File: src/rtl/haraka_s_sponge_ctrl.sv
// rtl/haraka_s_sponge_ctrl.sv - Haraka-S sponge: absorb 256-bit rate blocks, drive Haraka-512 permutation, squeeze OUT_BLOCKS blocks
// Optional byte padding (and the trailing pad-only block for full last blocks) is built when HARAKA_S_BYTE_PAD_EN is defined.
module haraka_s_sponge_ctrl #(
   parameter int OUT_BLOCKS = 1
) (
   input  logic         clk,
   input  logic         rst,
   input  logic         in_valid,
   output logic         in_ready,
   input  logic [255:0] in_data,
   input  logic         in_last,
   input  logic [5:0]   in_nbytes,
   output logic         perm_start,
   output logic [511:0] perm_state_o,
   input  logic         perm_done,
   input  logic [511:0] perm_state_i,
   output logic         out_valid,
   input  logic         out_ready,
   output logic [255:0] out_data,
   output logic         out_last
);

   typedef enum logic [2:0] {
      IDLE,
      ABSORB,
      PERM,
      PAD,
      SQUEEZE,
      SQ_PERM
   } fsm_t;

   localparam logic [3:0] LAST_IDX = 4'(OUT_BLOCKS - 1);

   fsm_t         fsm;
   logic [511:0] state_q;
   logic         last_q;
   logic         pad_owed_q;
   logic [3:0]   sq_cnt;
   logic [255:0] blk_in;
   logic         pad_need;

`ifdef HARAKA_S_BYTE_PAD_EN
   localparam logic [255:0] PAD_ONLY = {8'h1F, 240'd0, 8'h80};

   logic [5:0] n_eff;
   assign n_eff    = (in_nbytes > 6'd32) ? 6'd32 : in_nbytes;
   assign pad_need = in_last && (n_eff == 6'd32);

   // Bytes past the message end are zeroed, so the 0x1F marker is a plain store.
   always_comb begin
      blk_in = in_data;
      if (in_last) begin
         for (int k = 0; k < 32; k++) begin
            if (6'(k) >= n_eff)
               blk_in[255-8*k -: 8] = 8'h00;
            if (6'(k) == n_eff)
               blk_in[255-8*k -: 8] = 8'h1F;
         end
         if (n_eff != 6'd32)
            blk_in[7:0] = blk_in[7:0] ^ 8'h80;
      end
   end
`else
   logic unused_nbytes;
   assign unused_nbytes = ^in_nbytes;
   assign blk_in        = in_data;
   assign pad_need      = 1'b0;
`endif

   assign perm_state_o = state_q;
   assign out_data     = state_q[511:256];

   always_ff @(posedge clk) begin
      if (rst) begin
         fsm        <= IDLE;
         state_q    <= '0;
         last_q     <= 1'b0;
         pad_owed_q <= 1'b0;
         sq_cnt     <= 4'd0;
         in_ready   <= 1'b0;
         perm_start <= 1'b0;
         out_valid  <= 1'b0;
         out_last   <= 1'b0;
      end else begin
         case (fsm)
            IDLE: begin
               state_q    <= '0;
               last_q     <= 1'b0;
               pad_owed_q <= 1'b0;
               in_ready   <= 1'b1;
               fsm        <= ABSORB;
            end

            ABSORB: begin
               if (in_valid && in_ready) begin
                  state_q[511:256] <= state_q[511:256] ^ blk_in;
                  last_q           <= in_last;
                  pad_owed_q       <= pad_need;
                  in_ready         <= 1'b0;
                  perm_start       <= 1'b1;
                  fsm              <= PERM;
               end
            end

            PERM: begin
               perm_start <= 1'b0;
               if (perm_done) begin
                  state_q <= perm_state_i;
                  if (pad_owed_q) begin
                     fsm <= PAD;
                  end else if (last_q) begin
                     sq_cnt    <= 4'd0;
                     out_valid <= 1'b1;
                     out_last  <= (LAST_IDX == 4'd0);
                     fsm       <= SQUEEZE;
                  end else begin
                     in_ready <= 1'b1;
                     fsm      <= ABSORB;
                  end
               end
            end

            PAD: begin
`ifdef HARAKA_S_BYTE_PAD_EN
               state_q[511:256] <= state_q[511:256] ^ PAD_ONLY;
               pad_owed_q       <= 1'b0;
               perm_start       <= 1'b1;
               fsm              <= PERM;
`else
               fsm <= IDLE;
`endif
            end

            SQUEEZE: begin
               if (out_valid && out_ready) begin
                  out_valid <= 1'b0;
                  out_last  <= 1'b0;
                  if (sq_cnt == LAST_IDX) begin
                     fsm <= IDLE;
                  end else begin
                     sq_cnt     <= sq_cnt + 4'd1;
                     perm_start <= 1'b1;
                     fsm        <= SQ_PERM;
                  end
               end
            end

            SQ_PERM: begin
               perm_start <= 1'b0;
               if (perm_done) begin
                  state_q   <= perm_state_i;
                  out_valid <= 1'b1;
                  out_last  <= (sq_cnt == LAST_IDX);
                  fsm       <= SQUEEZE;
               end
            end

            default: fsm <= IDLE;
         endcase
      end
   end

endmodule

File: config.mk
export PLATFORM = sky130hd
export DESIGN_NAME = haraka_s_sponge_ctrl
export DESIGN_NICKNAME = d
export VERILOG_FILES = /design/src/rtl/haraka_s_sponge_ctrl.sv
export SDC_FILE = /design/constraint.sdc
export NUM_CORES = 1
export LEC_CHECK = 0
export ABC_AREA = 1
export CAP_MARGIN = 40
export CORE_AREA = 2 2 606 608
export DETAILED_ROUTE_END_ITERATION = 8
export DIE_AREA = 0 0 608 610
export GPL_TIMING_DRIVEN = 0
export PLACE_DENSITY = 0.3
export SLEW_MARGIN = 40
export SYNTH_ARGS = -nofsm -noshare
export SYNTH_HDL_FRONTEND = slang
export SYNTH_SLANG_ARGS = --single-unit
File: constraint.sdc
create_clock -name clk -period 2.13 [get_ports clk]
set_input_delay 0.426 -clock clk [delete_from_list [all_inputs] [get_ports clk]]
set_output_delay 0.426 -clock clk [all_outputs]
set_load 0.1 [all_outputs]
==> run summary <==
status: finished with violations
failing checks: negative setup slack
share of post-route cells with drive strength above 1: 31.0%
critical path endpoint: perm_state_o[443]
total CTS buffers: 85
Synth async-reset ratio: 0%
Slew Viols, Final: 0
Crit. End Element: primary output
worst skew pair latency: 820 ps
Max-Cap Viols: 0
Netlist cell types: 29
largest net degree at the start of global routing: 14
grt total ovfl: 0
Mapped Area: 0.0258 mm2
pre-CTS setup slack: -1620 ps
Post-synth EDFFs: 0
setup TNS: -24.9 ps
Pwr Density: 1350 mW/mm2
Vias: 31900
Hold WC Path Type: in2reg
worst reg2reg path startpoint: fsm[0]$_SDFFE_PP0P_
final period demand of the worst path: 2150 ps
grt met1 use: 14.9%
YS warnings: 0
core area: 0.364 mm2
WL final: 277000 um
Bufs on Longest Clock Path: 4
Clock Tree Root: clkbuf_16
Reg2Reg Depth: 11
die width: 608 um
CTS tree: done
Critical Path AT: 1730 ps
Critical Path Source: perm_state_o[443]$_SDFFE_PP0P_
Lkg Pwr: 18.8 nW
first-pass GRT wire length: 349000 um
clock sinks: 524
GRT busiest layer: met2
Synth Register Bits: 524
Rows: 222
routability cong.: 0.906
antenna violations before repair: 131
FF-to-FF setup slack: 70 ps
synth cell count leaders: o21ai_0, nand2_1, dfxtp_1
global-route met2 utilization: 27.1%
DP HPWL: 243000 um
DRT antenna net count: 0
CP Data Required Time: 1700 ps
count leader, synth: o21ai_0
Nets: 5907
DRC viols: 0
worst setup margin: -24.9 ps
Die Area: 0.371 mm2
fillers: 42000
drt first pass iters: 6
crit path kind: reg2out
# H-tree levels: 3
worst slew pin tran: 767 ps
CP max FO: 4
syn avg cell area: 7.41 um2
drt initial violations: 1846
vias per inst: 3.18
area occupied by multi-input gates: 0.0121 mm2
FMAX: 464 MHz
CTS Hold Bufs: 0
Fin. Hold Viols: 0
post-synthesis sequential area ratio: 40.7%
Die Span Y: 610 um
wire per inst: 27.7 um
GRT met3 Usage: 4.89%
RSZ-0062 raised after global routing: true
Post-Syn Instances: 3478
Worst VDD drop: 0.000596 V
Tcrit/Tclk final: 101%
final clock skew: 80.3 ps
synth top area cells: dfxtp_1, o21ai_0, a21oi_1, xnor2_1, nand2_1
Post-Syn Nets: 4260
synth-to-layout area growth: 96.1%
leading area contributor after synthesis: dfxtp_1
I/O pin cnt: 1552
via count of the first global-routing pass: 32100
GRT Total Usage: 14.3%
Reg clk slew, reported paths: 60 ps
PortBufs: 1545
Initial Utilization: 7.07%
top cell type's share of synthesized area: 40.7%
FF/Latch Area: 0.0108 mm2
final setup violation count: 1
Main synth FF type: dfxtp_1
Worst setup SP type: flop
Rel. slew slack: 48.9%
R2R Path End: perm_state_o[24]$_SDFFE_PP0P_
==> layer usage <==
layer	routed length (um)	vias to the layer above
li1	-	14700
met1	99600	15400
met2	147000	1337
met3	21900	397
met4	9090	66
met5	417	-
==> report_power, final <==
group	switching, mW	internal [mW]
sequential	2.44	11.8
combinational	29.5	9.35
clock	5.90	9.18
total	37.8	30.3
==> layout make-up <==
| cell class | instances | area share, % |
|---|---|---|
| clock inverter | 34 | 0.903 |
| inverter | 16 | 0.134 |
| tap | 4816 | 11.9 |
| multi-input combinational | 2399 | 24.0 |
| timing repair buffer | 1560 | 29.4 |
| clock buffer | 117 | 4.88 |
| buffer | 539 | 7.20 |
| antenna | 29 | 0.144 |
| sequential | 524 | 21.4 |
==> what timing repair did <==
item | CTS | global route
pin swaps | 3 | 4
endpoints found under the setup margin | 1141 | 363
gates cloned | 0 | 1
buffers inserted | 7 | 6
gates resized for setup | 1353 | 110
==> cell families (layout without fill, tap and decap cells) <==
| family | after synthesis | after routing | synth area share [%] |
|---|---|---|---|
| adders and majority gates | 2 | 2 | 0.0971 |
| and+or+nand+nor | 846 | 846 | 12.7 |
| xor gates and xnor gates | 257 | 257 | 8.73 |
| DFF | 524 | 524 | 40.7 |
| AOI/OAI and AO/OA | 1294 | 1294 | 25.2 |
| buffers and inverters | 555 | 2266 | 12.7 |
| other | 0 | 29 | 0 |
==> state kept, by name, indices dropped and copies added, names as in the netlist <==
signal	flops
last_q	1
perm_start	1
out_valid	1
sq_cnt	4
out_last	1
perm_state_o	512
fsm	3
in_ready	1
==> how the worst min path moves through the flow <==
stage / startpoint / end / slack [ps] / cells past startpoint
CTS: perm_state_i[2] / perm_state_o[2]$_SDFFE_PP0P_ / 120 / 3
finish: perm_state_i[2] / perm_state_o[2]$_SDFFE_PP0P_ / 210 / 3
floorplan: sq_cnt[1]$_SDFFE_PP0P_ / sq_cnt[1]$_SDFFE_PP0P_ / 470 / 2
global route: perm_state_i[2] / perm_state_o[2]$_SDFFE_PP0P_ / 170 / 3
global placement: perm_start$_SDFFE_PP0P_ / perm_start$_SDFFE_PP0P_ / 460 / 2
detailed placement: perm_start$_SDFFE_PP0P_ / perm_start$_SDFFE_PP0P_ / 450 / 2
==> worst max-delay path, stage by stage (launching register included) <==
cell	delay, ps
dfxtp_4	490
buf_6	190
buf_12	180
==> cell usage in the layout, fill, tap and decap left out, drive strengths merged, types with 19 or more instances in the layout <==
| cell type | count |
|---|---|
| a21oi | 519 |
| inv | 19 |
| diode | 29 |
| nand2 | 548 |
| clkbuf | 256 |
| o21ai | 771 |
| xnor2 | 256 |
| dfxtp | 524 |
| nor2 | 280 |
| buf | 1187 |
| clkdlybuf4s50 | 772 |
| clkinv | 21 |
==> through the flow <==
stage	cell area [um2]	power [mW]	hold slack, ps	cells	util [%]
2_1_floorplan	25800	38.8	471	3478	-
3_3_place_gp	47300	53.0	457	9839	13.0
6_report	50600	68.1	215	10000	13.9
3_5_place_dp	43500	50.6	452	9840	11.9
4_1_cts	50100	69.0	121	9998	13.8
5_1_grt	50500	71.0	168	10000	13.9
Note: power is estimated with default switching activity, not from simulation.
